`src/rtl/bram_read_arbiter_if.sv`:
```
// Request, BRAM and response bundle between the address-calc requesters,
// the shared BRAM banks and bram_read_arbiter.
interface bram_read_arbiter_if #(
    parameter int NUM_REQ         = 2,
    parameter int BRAM_COUNT      = 2,
    parameter int BRAM_COUNT_SIZE = 1,
    parameter int ADDR_SIZE       = 4,
    parameter int RAM_WIDTH       = 8,
    parameter int CNT_SIZE        = 16
);
    logic [NUM_REQ-1:0]                 req_valid;
    logic [NUM_REQ*BRAM_COUNT_SIZE-1:0] req_bank;
    logic [NUM_REQ*ADDR_SIZE-1:0]       req_addr;
    logic [NUM_REQ-1:0]                 req_ready;
    logic [BRAM_COUNT-1:0]              bram_en;
    logic [BRAM_COUNT*ADDR_SIZE-1:0]    bram_addr;
    logic [BRAM_COUNT*RAM_WIDTH-1:0]    bram_data;
    logic [NUM_REQ-1:0]                 rsp_valid;
    logic [NUM_REQ*RAM_WIDTH-1:0]       rsp_data;
    logic [CNT_SIZE-1:0]                conflict_count;
    logic                               busy;

    modport slave (
        input  req_valid, req_bank, req_addr, bram_data,
        output req_ready, bram_en, bram_addr, rsp_valid, rsp_data, conflict_count, busy
    );

    modport master (
        output req_valid, req_bank, req_addr, bram_data,
        input  req_ready, bram_en, bram_addr, rsp_valid, rsp_data, conflict_count, busy
    );
endinterface

```
`src/rtl/bram_read_arbiter.sv`:
```
// Shares BRAM banks among several read requesters, serialising bank conflicts.
// Define ARB_ROUND_ROBIN_EN for per-bank round robin; default is fixed priority.
module bram_read_arbiter #(
    parameter int NUM_REQ         = 2,
    parameter int BRAM_COUNT      = 2,
    parameter int BRAM_COUNT_SIZE = 1,
    parameter int ADDR_SIZE       = 4,
    parameter int RAM_WIDTH       = 8,
    parameter int CNT_SIZE        = 16
) (
    input  logic                 clock,
    input  logic                 reset,
    bram_read_arbiter_if.slave   bus
);
    localparam int PTR_W = (NUM_REQ > 1) ? $clog2(NUM_REQ) : 1;

    logic [BRAM_COUNT-1:0][NUM_REQ-1:0] grant;
    logic [NUM_REQ-1:0]                 oor;
    logic [NUM_REQ-1:0]                 ready;
    logic [NUM_REQ-1:0]                 p_valid_reg;
    logic [BRAM_COUNT_SIZE-1:0]         p_bank_reg [NUM_REQ];
    logic [NUM_REQ-1:0]                 rsp_valid_reg;
    logic [NUM_REQ*RAM_WIDTH-1:0]       rsp_data_reg;
    logic [CNT_SIZE-1:0]                conflict_reg;

    for (genvar gi = 0; gi < BRAM_COUNT; gi++) begin : g_bank
        logic [NUM_REQ-1:0]   cand;
        logic [NUM_REQ-1:0]   win_onehot;
        logic [ADDR_SIZE-1:0] win_addr;
        logic [ADDR_SIZE-1:0] addr_reg;

        always_comb begin
            cand = '0;
            for (int r = 0; r < NUM_REQ; r++) begin
                cand[r] = !reset && bus.req_valid[r] &&
                          (bus.req_bank[r*BRAM_COUNT_SIZE +: BRAM_COUNT_SIZE] == BRAM_COUNT_SIZE'(gi));
            end
        end

`ifdef ARB_ROUND_ROBIN_EN
        logic [PTR_W-1:0] rr_ptr_reg;
        logic [PTR_W-1:0] rr_ptr_next;

        // Search starts at the pointer and wraps, so the last winner goes to the back.
        always_comb begin
            int idx;
            idx         = 0;
            win_onehot  = '0;
            rr_ptr_next = rr_ptr_reg;
            for (int k = 0; k < NUM_REQ; k++) begin
                idx = (int'(rr_ptr_reg) + k) % NUM_REQ;
                if (win_onehot == '0 && cand[idx]) begin
                    win_onehot[idx] = 1'b1;
                    rr_ptr_next     = PTR_W'((idx + 1) % NUM_REQ);
                end
            end
        end

        always_ff @(posedge clock or posedge reset) begin
            if (reset)
                rr_ptr_reg <= '0;
            else if (|win_onehot)
                rr_ptr_reg <= rr_ptr_next;
        end
`else
        always_comb begin
            win_onehot = '0;
            for (int k = 0; k < NUM_REQ; k++) begin
                if (win_onehot == '0 && cand[k])
                    win_onehot[k] = 1'b1;
            end
        end
`endif

        // An idle bank keeps presenting the address of its last granted read.
        always_comb begin
            win_addr = addr_reg;
            for (int k = 0; k < NUM_REQ; k++) begin
                if (win_onehot[k])
                    win_addr = bus.req_addr[k*ADDR_SIZE +: ADDR_SIZE];
            end
        end

        always_ff @(posedge clock or posedge reset) begin
            if (reset)
                addr_reg <= '0;
            else if (|win_onehot)
                addr_reg <= win_addr;
        end

        assign grant[gi]                                  = win_onehot;
        assign bus.bram_en[gi]                            = |win_onehot;
        assign bus.bram_addr[gi*ADDR_SIZE +: ADDR_SIZE]   = win_addr;
    end

    // Requests to a nonexistent bank are accepted at once and answered with zero.
    always_comb begin
        oor   = '0;
        ready = '0;
        for (int r = 0; r < NUM_REQ; r++) begin
            oor[r] = !reset && bus.req_valid[r] &&
                     (int'(bus.req_bank[r*BRAM_COUNT_SIZE +: BRAM_COUNT_SIZE]) >= BRAM_COUNT);
            ready[r] = oor[r];
            for (int b = 0; b < BRAM_COUNT; b++)
                ready[r] = ready[r] | grant[b][r];
        end
    end

    always_ff @(posedge clock or posedge reset) begin
        if (reset) begin
            p_valid_reg   <= '0;
            rsp_valid_reg <= '0;
            rsp_data_reg  <= '0;
            conflict_reg  <= '0;
            for (int r = 0; r < NUM_REQ; r++)
                p_bank_reg[r] <= '0;
        end else begin
            p_valid_reg   <= bus.req_valid & ready;
            rsp_valid_reg <= p_valid_reg;
            for (int r = 0; r < NUM_REQ; r++) begin
                if (bus.req_valid[r] && ready[r])
                    p_bank_reg[r] <= bus.req_bank[r*BRAM_COUNT_SIZE +: BRAM_COUNT_SIZE];
                if (p_valid_reg[r]) begin
                    if (int'(p_bank_reg[r]) >= BRAM_COUNT)
                        rsp_data_reg[r*RAM_WIDTH +: RAM_WIDTH] <= '0;
                    else
                        rsp_data_reg[r*RAM_WIDTH +: RAM_WIDTH] <=
                            bus.bram_data[int'(p_bank_reg[r])*RAM_WIDTH +: RAM_WIDTH];
                end
            end
            // Saturating count of cycles in which some request was held off.
            if ((|(bus.req_valid & ~ready)) && !(&conflict_reg))
                conflict_reg <= conflict_reg + CNT_SIZE'(1);
        end
    end

    assign bus.req_ready      = ready;
    assign bus.rsp_valid      = rsp_valid_reg;
    assign bus.rsp_data       = rsp_data_reg;
    assign bus.conflict_count = conflict_reg;
    assign bus.busy           = |p_valid_reg;
endmodule

```
`src/flat_wrapper.sv`:
```
// flat-port wrapper written by rule: the top's interface ports become plain ports
module bram_read_arbiter_flat 
#(
    parameter int NUM_REQ         = 2,
    parameter int BRAM_COUNT      = 2,
    parameter int BRAM_COUNT_SIZE = 1,
    parameter int ADDR_SIZE       = 4,
    parameter int RAM_WIDTH       = 8,
    parameter int CNT_SIZE        = 16
)
  (clock, reset, bus_req_valid, bus_req_bank, bus_req_addr, bus_bram_data, bus_req_ready, bus_bram_en, bus_bram_addr, bus_rsp_valid, bus_rsp_data, bus_conflict_count, bus_busy);
  bram_read_arbiter_if #(.NUM_REQ(NUM_REQ), .BRAM_COUNT(BRAM_COUNT), .BRAM_COUNT_SIZE(BRAM_COUNT_SIZE), .ADDR_SIZE(ADDR_SIZE), .RAM_WIDTH(RAM_WIDTH), .CNT_SIZE(CNT_SIZE)) bus_i ();
  input  logic clock;
  input  logic reset;
  input wire logic [$bits(bus_i.req_valid)-1:0] bus_req_valid;
  input wire logic [$bits(bus_i.req_bank)-1:0] bus_req_bank;
  input wire logic [$bits(bus_i.req_addr)-1:0] bus_req_addr;
  input wire logic [$bits(bus_i.bram_data)-1:0] bus_bram_data;
  output wire logic [$bits(bus_i.req_ready)-1:0] bus_req_ready;
  output wire logic [$bits(bus_i.bram_en)-1:0] bus_bram_en;
  output wire logic [$bits(bus_i.bram_addr)-1:0] bus_bram_addr;
  output wire logic [$bits(bus_i.rsp_valid)-1:0] bus_rsp_valid;
  output wire logic [$bits(bus_i.rsp_data)-1:0] bus_rsp_data;
  output wire logic [$bits(bus_i.conflict_count)-1:0] bus_conflict_count;
  output wire logic [$bits(bus_i.busy)-1:0] bus_busy;
  assign bus_i.req_valid = bus_req_valid;
  assign bus_i.req_bank = bus_req_bank;
  assign bus_i.req_addr = bus_req_addr;
  assign bus_i.bram_data = bus_bram_data;
  assign bus_req_ready = bus_i.req_ready;
  assign bus_bram_en = bus_i.bram_en;
  assign bus_bram_addr = bus_i.bram_addr;
  assign bus_rsp_valid = bus_i.rsp_valid;
  assign bus_rsp_data = bus_i.rsp_data;
  assign bus_conflict_count = bus_i.conflict_count;
  assign bus_busy = bus_i.busy;
  bram_read_arbiter #(.NUM_REQ(NUM_REQ), .BRAM_COUNT(BRAM_COUNT), .BRAM_COUNT_SIZE(BRAM_COUNT_SIZE), .ADDR_SIZE(ADDR_SIZE), .RAM_WIDTH(RAM_WIDTH), .CNT_SIZE(CNT_SIZE)) u_core (.clock(clock), .reset(reset), .bus(bus_i));
endmodule
```
`config.mk`:
```
export PLATFORM = sky130hd
export DESIGN_NAME = bram_read_arbiter_flat
export DESIGN_NICKNAME = d
export VERILOG_FILES = /design/src/rtl/bram_read_arbiter_if.sv /design/src/rtl/bram_read_arbiter.sv /design/src/flat_wrapper.sv
export SDC_FILE = /design/constraint.sdc
export NUM_CORES = 1
export LEC_CHECK = 0
export CORE_UTILIZATION = 45
export DETAILED_ROUTE_END_ITERATION = 6
export PLACE_DENSITY = 0.81
export REMOVE_ABC_BUFFERS = 1
export SYNTH_ARGS = -nofsm -noshare
export SYNTH_HDL_FRONTEND = slang
export SYNTH_SLANG_ARGS = --single-unit
```
`constraint.sdc`:
```
create_clock -name clock -period 3.05 [get_ports clock]
set_input_delay 0.305 -clock clock [delete_from_list [all_inputs] [get_ports clock]]
set_output_delay 0.305 -clock clock [all_outputs]
set_load 0.01 [all_outputs]
```
== Word level (Yosys, flattened, before mapping) ==
Cells that the tools add are included.

* Add/sub/neg operators: 1
* Multipliers: 0
* Divide/modulo/power cells: 0
* Magnitude comparators: 0
* Equal/unequal tests: 0
* Shift-type cells: 2
* Multiplexer cells: 8
* Bitwise operators: 9
* Reduce and logical (&&, ||, !) cells: 18

{| class="wikitable"
|+ Operators with widths
! kind !! count
|-
| variable part select 16 x 5 -> 8 bit || 2
|-
| adder 16 x 1 -> 16 bit, second input constant || 1
|-
| 2-to-1 mux 4 bit || 4
|-
| AND reduction 16 bit || 1
|-
| logical AND 1 bit || 11
|-
| OR reduction 2 bit || 4
|-
| AND 2 bit || 2
|-
| 2-to-1 mux 1 bit || 4
|-
| NOT 1 bit || 4
|-
| zero test 1 bit || 2
|-
| NOT 2 bit || 1
|-
| OR 1 bit || 2
|}

* Register bits after elaboration: 46
* Latch bits: 0
* Bits in writable memories: 0
* Memory bits (read-only): 0
* Input port bits: 30
* Memories: 0

== Longest topological paths before layout ==
* Depth after elaboration: 12
* Mapped depth: 6
* Gate-level depth less buffers: 5

== Worst setup path before layout ==
No wires, ideal clock.

* Path type: input -> output
* Start point: in reset
* End point: out bus_bram_addr[4]
* Arrival time: 2,264 ps
* Required time: 2,745 ps
* Setup slack: 481 ps
* Stages: 4
* Cell sequence: inv_1 nand3_1 mux2i_1 o21ai_0

* Cells in the longest elaborated chain, start to end: 8

{| class="wikitable"
|+ Ends and longest elaborated chain
! element !! line !! text
|-
| start, declared || flat_wrapper.sv:14 || <nowiki>input logic reset;</nowiki>
|-
| zero test 1 bit (*) || bram_read_arbiter.sv:35 || <nowiki>cand[r] = !reset && bus.req_valid[r] &&</nowiki>
|-
| logical AND 1 bit (2 in a row) || bram_read_arbiter.sv:35 ||
|-
| 2-to-1 mux 1 bit || bram_read_arbiter.sv:69 || <nowiki>if (win_onehot == '0 && cand[k])</nowiki>
|-
| NOT 1 bit || bram_read_arbiter.sv:69 ||
|-
| logical AND 1 bit || bram_read_arbiter.sv:69 ||
|-
| 2-to-1 mux 1 bit || bram_read_arbiter.sv:69 ||
|-
| 2-to-1 mux 4 bit (*) || bram_read_arbiter.sv:79 || <nowiki>if (win_onehot[k])</nowiki>
|-
| end, declared || flat_wrapper.sv:21 || <nowiki>output wire logic [$bits(bus_i.bram_addr)-1:0] bus_bram_addr;</nowiki>
|}

Mark *: on every way between the ends. The rest lies on a longest branch, timed or not.

== Worst setup path after layout ==
* Start point: in bus_req_valid[0]
* End point: out bus_bram_addr[6]

* Cells in the longest elaborated chain, start to end: 7

{| class="wikitable"
|+ Ends and longest elaborated chain
! element !! line !! text
|-
| start, declared || flat_wrapper.sv:15 || <nowiki>input wire logic [$bits(bus_i.req_valid)-1:0] bus_req_valid;</nowiki>
|-
| logical AND 1 bit (*) (2 in a row) || bram_read_arbiter.sv:35 ||
|-
| 2-to-1 mux 1 bit (*) || bram_read_arbiter.sv:69 ||
|-
| NOT 1 bit || bram_read_arbiter.sv:69 ||
|-
| logical AND 1 bit || bram_read_arbiter.sv:69 ||
|-
| 2-to-1 mux 1 bit || bram_read_arbiter.sv:69 ||
|-
| 2-to-1 mux 4 bit (*) || bram_read_arbiter.sv:79 ||
|}

Marked as above.

==> flow_summary.json <==
{
  "outcome": "finished clean",
  "synth_top_area_share_pct": 50.7,
  "slew_headroom_pct": 62.6,
  "fp.dieArea_sq_um": 5330,
  "crit_cells": 7,
  "start_util_pct": 47.4,
  "slew_viol_final": 0,
  "crit_slowest_cell": "clkdlybuf4s50_1",
  "synth_area_sq_um": 2270,
  "syn_avg_cell_area_sq_um": 10.9,
  "period_share_pct": 88.1,
  "worst_slew_pin_slew_ps": 561,
  "cts_buffers": 5,
  "crit_path_frequent_cell": "clkdlybuf4s50_1",
  "ant_nets": 0,
  "cts_resized": 0,
  "ys_seq_area_share_pct": 50.7,
  "vias": 1803,
  "p_leak_nw": 1.38,
  "drt-vias-per-instance": 5.14,
  "core_region_area_sq_um": 4790,
  "clock_power_share_pct": 19.7,
  "clk_pin_slew_ps": 70,
  "drive_gt1_share_pct": 7.75,
  "ios": 77,
  "yosys_warnings": 0,
  "finalClockSkew_ps": 3.56,
  "cellPowerDensity_nw_per_um2": 569,
  "grt_pass1_vias": 1700,
  "cp-start-kind": "input pin",
  "holdBufCountCts": 0,
  "drt_wl_total_mm": 4.80,
  "arrival_ps": 2380,
  "layout.nets": 316,
  "portBuffers": 76,
  "crit_chain": "clkdlybuf4s50_1, nand2b_1, inv_1, and2_1, nand2_1, o21ai_0, clkdlybuf4s50_1",
  "finalSetupViolations": 0,
  "rsz0062_at_grt": "no",
  "drc": 0,
  "cts.sinks": 46,
  "min_path_cells": 1,
  "cts_tree": "done",
  "async_flop_share_pct": 100,
  "fmax_mhz": 372,
  "critical_path_class": "input pin to output port",
  "clockRootBuffer": "clkbuf_8",
  "end_kind": "output port",
  "antenna_found_initial": 0,
  "htree_num_levels": 2,
  "grt-ovfl-total": 0,
  "power_mw": 1.80,
  "synthTopCellsByCount": "dfrtp_1 (46), mux2i_1 (24), a21oi_1 (18), nor2_1 (18), o21ai_0 (16)",
  "wl_per_cell_microns": 13.7,
  "synthCells": 209,
  "synth_seq_cells": 46,
  "syn2layout_area_growth_pct": 39.5,
  "cp_num_buf_inv": 3,
  "synth_flop_cell": "dfrtp_1",
  "fin_crit_ps": 2690,
  "clk_latency_ps": 280,
  "swShare_pct": 30.6,
  "synth_cell_types": 40,
  "cp_top_family": "buffers and inverters",
  "critPathMaxStageDelay_ps": 590,
  "die_y_microns": 73,
  "die_x_microns": 73,
  "clockBufferDepth": 2,
  "reg2regPathDepth": 6,
  "synth_edf_count": 0,
  "finalHoldViolCount": 0,
  "cp.required_ps": 2740,
  "final.setup.tns_ps": 0,
  "critPathMaxFanout": 15,
  "cts_setup_buffers": 0,
  "yosys-top-cells-area": "dfrtp_1 (51%), mux2i_1 (11%), xor2_1 (5.0%), a21oi_1 (4.0%), o21ai_0 (3.5%)",
  "hp-class": "flop to flop",
  "drt_first_iter_violations": 67,
  "grt_usage_pct": 19.2,
  "n_antenna_cell": 0,
  "grt_max_degree": 47,
  "peakVddDrop_mv": 0.320,
  "grt_pass1_wl_mm": 7.89,
  "comb_power_share_pct": 32.2,
  "synth_most_common_cell": "dfrtp_1",
  "dp_hpwl_mm": 3.54,
  "gp_congestion": 0.777,
  "p_switching_uw": 551,
  "maxCapViolations": 0,
  "intPower_mw": 1.25,
  "synth_area_leader_cell": "dfrtp_1",
  "seqPwrFrac_pct": 48.1,
  "first_pass_iters": 5,
  "rows": 25
}
power groups by stage:
stage / sequential (mW) / combinational [mW] / clock (mW)
2_1_floorplan: 0.896 / 0.220 / 0
3_3_place_gp: 0.874 / 0.575 / 0
3_5_place_dp: 0.878 / 0.586 / 0
4_1_cts: 0.867 / 0.588 / 0.364
5_1_grt: 0.887 / 0.632 / 0.390
6_report: 0.865 / 0.580 / 0.355
routing by layer:
layer / GRT usage, % / wire length, microns
met4: 7.19 / 66
met1: 25.7 / 2180
met2: 30.8 / 2270
met3: 3.87 / 287
met5: 0 / 0
area by class of cell:
type,instances,area (sq um)
fill,413,1620
sequential,46,1150
multi-input combinational,149,1050
timing repair buffer,79,783
tap,67,83.8
clock buffer,6,82.6
inverter,4,15.0
placed cells by master (no fill, tap or decap), types with 2 or more instances in the layout:
master	instances
mux2i_1	24
a21oi_1	18
nand2_1	13
buf_4	3
nand2b_1	4
and2_1	2
inv_1	3
xnor2_1	2
clkbuf_8	6
nor2_1	18
nand4_1	3
clkdlybuf4s50_1	76
nand3_1	4
o21ai_0	16
and4_1	2
and3_1	2
o22ai_1	2
xor2_1	13
nor4_4	2
nor3_1	4
nor4_2	2
dfrtp_1	46
per-stage QoR:
step | area [sq um] | std cells | hold slack (ps) | setup slack [ps] | utilization, %
floorplan | 2210 | 199 | 392 | 481 | -
global placement | 3080 | 345 | 501 | 463 | 64.4
detailed placement | 3080 | 345 | 510 | 369 | 64.4
CTS | 3160 | 351 | 521 | 375 | 66.1
global route | 3160 | 351 | 544 | 226 | 66.1
finish | 3160 | 351 | 527 | 364 | 66.1
path summary, 6_finish.rpt:
check / from / to / slack [ps]
min in group asynchronous: reset / u_core.bus.conflict_count[11] / 570
worst max-delay path: bus_req_valid[0] / bus_bram_addr[6] / 360
max in group asynchronous: reset / u_core.bus.rsp_data[10] / 2100
worst min-delay path: u_core.bus.conflict_count[7] / u_core.bus.conflict_count[7] / 530
worst min register to register: u_core.bus.conflict_count[7] / u_core.bus.conflict_count[7] / 530
worst max register to register: u_core.bus.conflict_count[0] / u_core.bus.conflict_count[1] / 950
logic make-up after synthesis:
kind of cell,count (synthesis),share of synthesized area [%]
DFF,46,50.7
adders and majority gates,1,0.551
xor gates and xnor gates,16,6.51
muxes,25,11.1
buffers and inverters,14,3.03
and+or+nand+nor,66,17.8
AOI/OAI and AO/OA,41,10.3
No activity file was read; power rests on OpenSTA's default activity.
